$ cat src/rtl/regfile_write_arbiter_pkg.sv
// ---------------------------------------------------------------------------
// regfile_pkg
//   Shared definitions for the register-file write arbiter:
//     - default register count / address width
//     - arbiter FSM state enumeration
//     - port identifiers used by the round-robin pointer
// ---------------------------------------------------------------------------
package regfile_pkg;

    localparam int unsigned NREG_DEF = 16;
    localparam int unsigned AW_DEF   = 4;

    typedef enum logic [1:0] {
        IDLE = 2'd0,
        WR_A = 2'd1,
        WR_B = 2'd2
    } state_t;

    typedef enum logic {
        PORT_A = 1'b0,
        PORT_B = 1'b1
    } port_t;

endpackage

$ cat src/rtl/regfile_write_arbiter_decoder_le.sv
// ---------------------------------------------------------------------------
// decoder_le
//   Converts a register address plus an enable into a one-hot load-enable
//   vector for the register32 array. All-zero when en is low.
//   Ports:
//     en   - write enable
//     addr - destination register index (AW bits)
//     le   - one-hot load enables (NREG bits)
// ---------------------------------------------------------------------------
module decoder_le
    import regfile_pkg::*;
#(
    parameter int unsigned NREG = NREG_DEF,
    parameter int unsigned AW   = AW_DEF
) (
    input  logic            en,
    input  logic [AW-1:0]   addr,
    output logic [NREG-1:0] le
);

    always_comb begin
        le = '0;
        if (en) begin
            le[addr] = 1'b1;
        end
    end

endmodule

$ cat src/rtl/regfile_write_arbiter.sv
// ---------------------------------------------------------------------------
// regfile_write_arbiter
//   Arbitrates two writeback sources (A: ALU, B: load) onto a shared
//   register32 array. One write per cycle; Gnt, LE and WD are registered and
//   valid the cycle after the request is sampled. Contention is resolved
//   round-robin: the port not granted most recently wins.
//   Ports:
//     Clk          - clock, rising edge
//     Clr          - asynchronous active-low reset
//     ReqA/AddrA/DataA - ALU writeback request, destination, data
//     ReqB/AddrB/DataB - load writeback request, destination, data
//     GntA/GntB    - one-cycle grant pulse during the applied write
//     LE           - one-hot (or zero) load enables to register32 array
//     WD           - shared write data bus
//     Busy         - a request is pending and not granted this cycle
// ---------------------------------------------------------------------------
module regfile_write_arbiter
    import regfile_pkg::*;
#(
    parameter int unsigned NREG = NREG_DEF,
    parameter int unsigned AW   = AW_DEF
) (
    input  logic            Clk,
    input  logic            Clr,
    input  logic            ReqA,
    input  logic [AW-1:0]   AddrA,
    input  logic [31:0]     DataA,
    input  logic            ReqB,
    input  logic [AW-1:0]   AddrB,
    input  logic [31:0]     DataB,
    output logic            GntA,
    output logic            GntB,
    output logic [NREG-1:0] LE,
    output logic [31:0]     WD,
    output logic            Busy
);

    state_t          state_q, state_d;
    port_t           last_q, last_d;
    logic            gnt_a_d, gnt_b_d;
    logic [31:0]     wd_d;
    logic [NREG-1:0] le_d;
    logic [AW-1:0]   sel_addr;
    logic            grant_en;
    logic            elig_a, elig_b;

    // A port being granted this cycle is not eligible again at the next
    // edge, which yields the every-other-cycle limit and A/B alternation.
    assign elig_a = ReqA && !GntA;
    assign elig_b = ReqB && !GntB;

    assign Busy = (ReqA && !GntA) || (ReqB && !GntB);

    always_comb begin
        state_d  = IDLE;
        last_d   = last_q;
        wd_d     = WD;
        sel_addr = AddrA;
        grant_en = 1'b0;
        gnt_a_d  = 1'b0;
        gnt_b_d  = 1'b0;

        if (elig_a && (!elig_b || last_q == PORT_B)) begin
            state_d  = WR_A;
            last_d   = PORT_A;
            wd_d     = DataA;
            sel_addr = AddrA;
            grant_en = 1'b1;
            gnt_a_d  = 1'b1;
        end else if (elig_b) begin
            state_d  = WR_B;
            last_d   = PORT_B;
            wd_d     = DataB;
            sel_addr = AddrB;
            grant_en = 1'b1;
            gnt_b_d  = 1'b1;
        end
    end

    decoder_le #(
        .NREG (NREG),
        .AW   (AW)
    ) u_decoder_le (
        .en   (grant_en),
        .addr (sel_addr),
        .le   (le_d)
    );

    // Last resets to B so that A wins a simultaneous first request.
    always_ff @(posedge Clk or negedge Clr) begin
        if (!Clr) begin
            state_q <= IDLE;
            last_q  <= PORT_B;
            GntA    <= 1'b0;
            GntB    <= 1'b0;
            LE      <= '0;
            WD      <= '0;
        end else begin
            state_q <= state_d;
            last_q  <= last_d;
            GntA    <= gnt_a_d;
            GntB    <= gnt_b_d;
            LE      <= le_d;
            WD      <= wd_d;
        end
    end

endmodule

$ cat config.mk
export PLATFORM = sky130hd
export DESIGN_NAME = regfile_write_arbiter
export DESIGN_NICKNAME = d
export VERILOG_FILES = /design/src/rtl/regfile_write_arbiter_pkg.sv /design/src/rtl/regfile_write_arbiter_decoder_le.sv /design/src/rtl/regfile_write_arbiter.sv
export SDC_FILE = /design/constraint.sdc
export NUM_CORES = 1
export LEC_CHECK = 0
export ABC_AREA = 1
export CELL_PAD_IN_SITES_DETAIL_PLACEMENT = 1
export CELL_PAD_IN_SITES_GLOBAL_PLACEMENT = 2
export CORE_MARGIN = 2
export CORE_UTILIZATION = 29
export CTS_CLUSTER_DIAMETER = 200
export DETAILED_ROUTE_END_ITERATION = 8
export DONT_BUFFER_PORTS = 1
export PLACE_DENSITY_LB_ADDON = 0.12
export SETUP_SLACK_MARGIN = 0.2
export SYNTH_ARGS = -nofsm -noshare
export SYNTH_HDL_FRONTEND = slang
export SYNTH_HIERARCHICAL = 1
export SYNTH_SLANG_ARGS = --single-unit
$ cat constraint.sdc
create_clock -name Clk -period 1.5 [get_ports Clk]
set_input_delay 0.45 -clock Clk [delete_from_list [all_inputs] [get_ports Clk]]
set_output_delay 0.45 -clock Clk [all_outputs]
set_load 0.05 [all_outputs]
==> impl_metrics.env, run 1 <==
export IMPL_cp_end_kind="output pin"
export IMPL_wire_per_inst_um=19.04
export IMPL_finalHoldViolCount=51
export IMPL_place_congestion=0.7436
export IMPL_synth_area_mm2=0.002519
export IMPL_yosysTopAreaCellShare_pct=49.68
export IMPL_p_sw_share_pct=47.29
export IMPL_cp_max_fo=6
export IMPL_setup_ws_ps=-69.14
export IMPL_place_ws_ps=55.86
export IMPL_core_area_mm2=0.008299
export IMPL_fp_dieW_um=97.20
export IMPL_grt_pass1_wl_um=13610
export IMPL_slew_viol_final=0
export IMPL_maxSlewHeadroom_pct=80.81
export IMPL_initial_core_util_pct=30.35
export IMPL_first_iter_violations=43
export IMPL_path_class="reg -> out"
export IMPL_yosysWarnings=6
export IMPL_power_frac_seq_pct=52.6
export IMPL_final_util_pct=42.79
export IMPL_syn_to_final_growth_pct=40.98
export IMPL_setup_violations=13
export IMPL_failed_checks="negative hold slack, negative setup slack"
export IMPL_cp_num_buf_inv=2
export IMPL_syn_nets=408
export IMPL_cts_tree="yes"
export IMPL_groute_layer_met3_usage_pct=5.252
export IMPL_routed_via_count=2262
export IMPL_slowest_delay_ps=440
export IMPL_p_int_mw=2.699
export IMPL_synthTopCellsByArea="dfrtp_1, nand3_1, nand2_1, inv_1, nor2_1"
export IMPL_finalSetupTns_ps=-147.1
export IMPL_crit_slowest_cell="dfrtp_2"
export IMPL_crit_chain="inv_4 -> nand2_8 -> nand2_8 -> buf_12"
export IMPL_grt_max_degree=52
export IMPL_synth_largest_area_cell="dfrtp_1"
export IMPL_p_clk_share_pct=16.5
export IMPL_grt_use_met2_pct=30.34
export IMPL_vias_per_cell=4.896
export IMPL_grt_pass1_vias=2432
export IMPL_cap_viol_max_count=0
export IMPL_grt_ovfl_total=0
export IMPL_hold_class="in -> async"
export IMPL_critPathArrivalTime_ps=1120
export IMPL_leakagePower_nw=1.716
export IMPL_seqCellArea_mm2=0.001340
export IMPL_die_area_mm2=0.009447
export IMPL_nets=432
export IMPL_die_h_um=97.20
export IMPL_placed_area_mm2=0.002729
export IMPL_p_switching_mw=2.421
export IMPL_worst_hold_slack_ps=-182.2
export IMPL_fillers=964
export IMPL_row_count=33
export IMPL_layout_drive_gt1_share_pct=41.74
export IMPL_hpwl_um=5565
export IMPL_synthCells=332
export IMPL_diodes=0
export IMPL_irDropWorstVdd_v=0.0005509
export IMPL_p_per_area_mw_per_mm2=1442
export IMPL_worstPathRequired_ps=1050
export IMPL_htree_levels=2
export IMPL_status="finished with violations"
export IMPL_finalWirelength_um=8795
export IMPL_antenna_found_initial=0
export IMPL_pin_count=127
export IMPL_stdcell_area_mm2=0.003551
export IMPL_clk_pin_slew_worst_paths_ps=100
export IMPL_io_buffers=0
export IMPL_critPathLaunchType="register"
export IMPL_cts_inserted_buffers=5
export IMPL_dr_pass1_iters=4
export IMPL_max_freq_mhz=637.3
export IMPL_period_share_pct=104.6
export IMPL_crit_top_cell="nand2_8"
export IMPL_drc=0
export IMPL_clk_latency_ps=310
export IMPL_tightest_slew_ps=287.9
export IMPL_met1_usage_pct=23.32
export IMPL_ant_nets=0
export IMPL_min_period_ps=1569
export IMPL_seq_area_frac_synth_pct=50.72
export IMPL_grt_usage_pct=18.03
export IMPL_clock_path_buffers=2
export IMPL_ys_ff_latch=51
export IMPL_postSynthAreaPerCell_um2=7.586
export IMPL_cpLargestDelayFamily="flip-flops"
export IMPL_p_comb_share_pct=30.9
export IMPL_skew_ps=8.835
export IMPL_cts_root_buf="clkbuf_8"
export IMPL_ys_types=16
export IMPL_multi_input_area_mm2=0.001280
export IMPL_clock_sinks=51
export IMPL_grt_setup_unrepaired="yes"
export IMPL_top_usage_layer="met2"
-- timing repair --
action / CTS / global route
gates resized for setup: 76 / 67
buffers inserted: 10 / 3
pin swaps: 6 / 15
endpoints found under the setup margin: 88 / 99
hold endpoints to repair: 51 / 51
gates cloned: 3 / 4
-- metrics by stage --
stage               power (mW)  std cells
global route             5.410        462
global placement         3.685        434
CTS                      4.859        455
finish                   5.121        462
floorplan                3.412        332
detailed placement       3.704        434
-- cells by family after synthesis --
group,share of synthesized area [%]
AOI/OAI and AO/OA,0.1985
buffers and inverters,10.43
DFF,50.72
and+or+nand+nor,38.65
-- layer usage --
| metal | share of wire (%) | up-vias |
|---|---|---|
| met5 | 0 | - |
| met2 | 50 | 69 |
| met4 | 0.70 | 0 |
| met1 | 42 | 1086 |
| met3 | 7.3 | 5 |
| li1 | - | 1102 |
-- sequential cells by signal, summed over array words and instances (netlist names) --
signal,flops
GntA,1
GntB,1
LE,16
WD,32
last_q,1
-- power by group through the flow --
stage / Sequential, mW / Clock [mW] / Combinational (mW)
after floorplan: 2.64 / 0 / 0.771
after global placement: 2.68 / 0 / 1.01
after detailed placement: 2.68 / 0 / 1.02
after CTS: 2.71 / 0.878 / 1.28
after global routing: 2.73 / 0.926 / 1.76
final: 2.70 / 0.844 / 1.58
-- synth_stat cells --
master,instances
buf_2,9
buf_6,2
o21ai_0,1
dfstp_2,1
nand2_2,1
nand2_1,95
nor2_4,1
inv_2,2
buf_1,3
clkbuf_1,2
nand3_1,105
buf_4,3
dfrtp_1,50
inv_1,39
nor2_1,17
nand3_2,1
-- cells in the final DEF (no fill, tap or decap) --
cell type / instances
nand2_8: 5
clkinv_4: 2
dfrtp_2: 50
nor2_2: 11
nand3_1: 93
bufbuf_16: 3
clkbuf_8: 5
inv_2: 2
inv_8: 2
inv_4: 4
buf_8: 4
nor2_1: 5
buf_12: 5
clkbuf_16: 4
nand2_4: 9
nand3_2: 7
nand2_2: 6
dfstp_2: 1
nand3_4: 6
nor2_4: 2
nand2_1: 76
inv_1: 33
buf_6: 5
buf_4: 15
clkinvlp_4: 1
o21ai_1: 1
-- final timing paths --
| path | startpoint | endpoint | slack [ps] | cells after the start |
|---|---|---|---|---|
| max in group asynchronous | Clr | last_q$_DFFE_PN1P_ | 1490 | 0 |
| min in group Clk | DataB[0] | WD[0]$_DFFE_PN0P_ | 260 | 2 |
| worst max register to register | GntA$_DFF_PN0_ | LE[0]$_DFF_PN0_ | -20 | 9 |
| worst max-delay path | GntB$_DFF_PN0_ | Busy | -70 | 4 |
| worst min register to register | last_q$_DFFE_PN1P_ | last_q$_DFFE_PN1P_ | 550 | 2 |
| worst min-delay path | Clr | LE[10]$_DFF_PN0_ | -180 | 0 |
-- cell type report --
cell class | count | share of cell area [%]
sequential | 51 | 37.74
multi-input combinational | 221 | 36.05
inverter | 41 | 5.039
clock buffer | 5 | 1.938
clock inverter | 3 | 0.7047
tap | 105 | 3.700
timing repair buffer | 36 | 14.83
Power figures use the tool's default switching activity.
==> run 2, diff against run 1 <==
- SKIP_CTS_REPAIR_TIMING: unset -> 1
==> run 2 against run 1 <==
- the run still ends with negative hold slack, negative setup slack left
- non-clock buffer count rose by 6
- cell count is 1.3% higher
- routed wire length down 0.33%
- fmax decreased by 0.88%
- utilization up 1.6 points
- global-route usage shrank 1.4 points
- clock power down 0.8%
- die area stayed put
- sequential share of layout area shrank 1.3 points
- worst setup slack got worse by 14 ps
- critical path depth is the same
- clock skew barely moved
- critical path type unchanged
- largest cell class is now multi-input combinational cells
- largest power group unchanged
- highest routed layer unchanged
==> impl_metrics.env, run 2 (synthesis gave the netlist of run 1 again) <==
export IMPL_tightest_slew_ps=287.4
export IMPL_setup_violations=1
export IMPL_dr_pass1_iters=4
export IMPL_final_cell_mix="nand3_1, nand2_1, dfrtp_2"
export IMPL_crit_top_cell="nand2_8"
export IMPL_slew_viol_final=0
export IMPL_clk_latency_ps=310
export IMPL_status="finished with violations"
export IMPL_cap_viol_max_count=0
export IMPL_hold_class="in -> async"
export IMPL_grt_ovfl_total=0
export IMPL_drc=0
export IMPL_first_iter_violations=57
export IMPL_ant_nets=0
export IMPL_layout_drive_gt1_share_pct=45.45
export IMPL_critPathArrivalTime_ps=1130
export IMPL_row_count=33
export IMPL_min_period_ps=1583
export IMPL_cts_tree="yes"
export IMPL_grt_usage_pct=16.64
export IMPL_crit_chain="clkinv_4 -> nand2_8 -> nand2_8 -> buf_12"
export IMPL_grt_max_degree=52
export IMPL_layout_commonest_cell="nand3_1"
export IMPL_hpwl_um=5565
export IMPL_failed_checks="negative hold slack, negative setup slack"
export IMPL_clk_pin_slew_worst_paths_ps=100
export IMPL_cp_end_kind="output pin"
export IMPL_cp_num_buf_inv=2
export IMPL_dp_cells=434
export IMPL_maxSlewHeadroom_pct=80.84
export IMPL_clock_sinks=51
export IMPL_leakagePower_nw=1.755
export IMPL_syn_to_final_growth_pct=46.10
export IMPL_total_power_mw=5.174
export IMPL_grt_setup_unrepaired="yes"
export IMPL_routed_via_count=2294
export IMPL_irDropWorstVdd_v=0.0005551
export IMPL_regMostFlops="WD"
export IMPL_htree_levels=2
export IMPL_cpLargestDelayFamily="flip-flops"
export IMPL_crit_slowest_cell="dfrtp_2"
export IMPL_nets=438
export IMPL_io_buffers=0
export IMPL_fin_cells=468
export IMPL_die_h_um=97.20
export IMPL_place_ws_ps=55.86
export IMPL_antenna_found_initial=0
export IMPL_path_class="reg -> out"
export IMPL_cts_root_buf="clkbuf_8"
export IMPL_largest_register_ffs=32
export IMPL_place_congestion=0.7436
export IMPL_initial_core_util_pct=30.35
export IMPL_worst_hold_slack_ps=-179.8
export IMPL_skew_ps=9.327
export IMPL_pin_count=127
export IMPL_cp_max_fo=6
export IMPL_p_per_area_mw_per_mm2=1406
export IMPL_vias_per_cell=4.902
export IMPL_finalWirelength_um=8766
export IMPL_finalHoldViolCount=51
export IMPL_max_freq_mhz=631.7
export IMPL_diodes=0
export IMPL_period_share_pct=105.5
export IMPL_grt_pass1_wl_um=12650
export IMPL_slowest_delay_ps=440
export IMPL_core_area_mm2=0.008299
export IMPL_largestRegisters="WD: 32 flops, LE: 16 flops"
export IMPL_critPathLaunchType="register"
export IMPL_worstPathRequired_ps=1050
export IMPL_wire_per_inst_um=18.73
export IMPL_grt_pass1_vias=2386
export IMPL_fp_dieW_um=97.20
export IMPL_setup_ws_ps=-83.15
export IMPL_clock_path_buffers=2
export IMPL_final_util_pct=44.34
export IMPL_die_area_mm2=0.009447
export IMPL_cts_inserted_buffers=5
[run 2: cell count changes in the layout (fill, tap and decap cells not counted), moves of 3 or more]
cell,previous run,this run
nand3_1,93,81
bufbuf_16,3,0
nand2_2,6,3
nand3_2,7,19
buf_6,5,8
buf_4,15,19
[run 2: final cells by class]
cell class	instances	area [um^2]
tap	105	131.4
clock inverter	3	25.02
timing repair buffer	42	548.0
inverter	41	191.4
clock buffer	5	68.82
multi-input combinational	221	1375
sequential	51	1340
fill	947	4619
[run 2: worst reg2reg max path: cells and delay by family, from the launching register on]
family | cells | cell delay [ps]
and+or+nand+nor | 6 | 590
DFF | 1 | 440
buffers and inverters | 4 | 370
[run 2: power by group]
part | internal, mW | switching (mW)
clock network | 0.335 | 0.502
logic | 0.714 | 0.925
registers | 1.67 | 1.03
total | 2.72 | 2.46
[run 2: final timing paths]
kind | end | cells past startpoint | slack [ps] | from
worst max-delay path | Busy | 4 | -80 | GntB$_DFF_PN0_
worst min-delay path | LE[10]$_DFF_PN0_ | 0 | -180 | Clr
worst max register to register | LE[11]$_DFF_PN0_ | 10 | 30 | GntB$_DFF_PN0_
worst min register to register | last_q$_DFFE_PN1P_ | 2 | 570 | last_q$_DFFE_PN1P_
max in group asynchronous | last_q$_DFFE_PN1P_ | 0 | 1480 | Clr
min in group Clk | WD[11]$_DFFE_PN0P_ | 2 | 250 | DataB[11]
[run 2: metrics by stage]
step,hold WS (ps),TNS [ps],area [um^2]
CTS,-195.0,-261.8,2823
floorplan,154.4,0,2597
global route,-207.8,-884.1,3680
detailed placement,155.2,0,2729
global placement,155.3,0,2729
finish,-179.8,-83.15,3680
[run 2: layer usage]
metal	track usage [%]	vias to the layer above	share of wire, %	wire length [um]
met2	29.22	74	52	4538
li1	-	1119	-	-
met5	0	-	0	0
met1	20.35	1096	40	3520
met4	3.250	0	0.65	57
met3	4.892	5	7.4	649
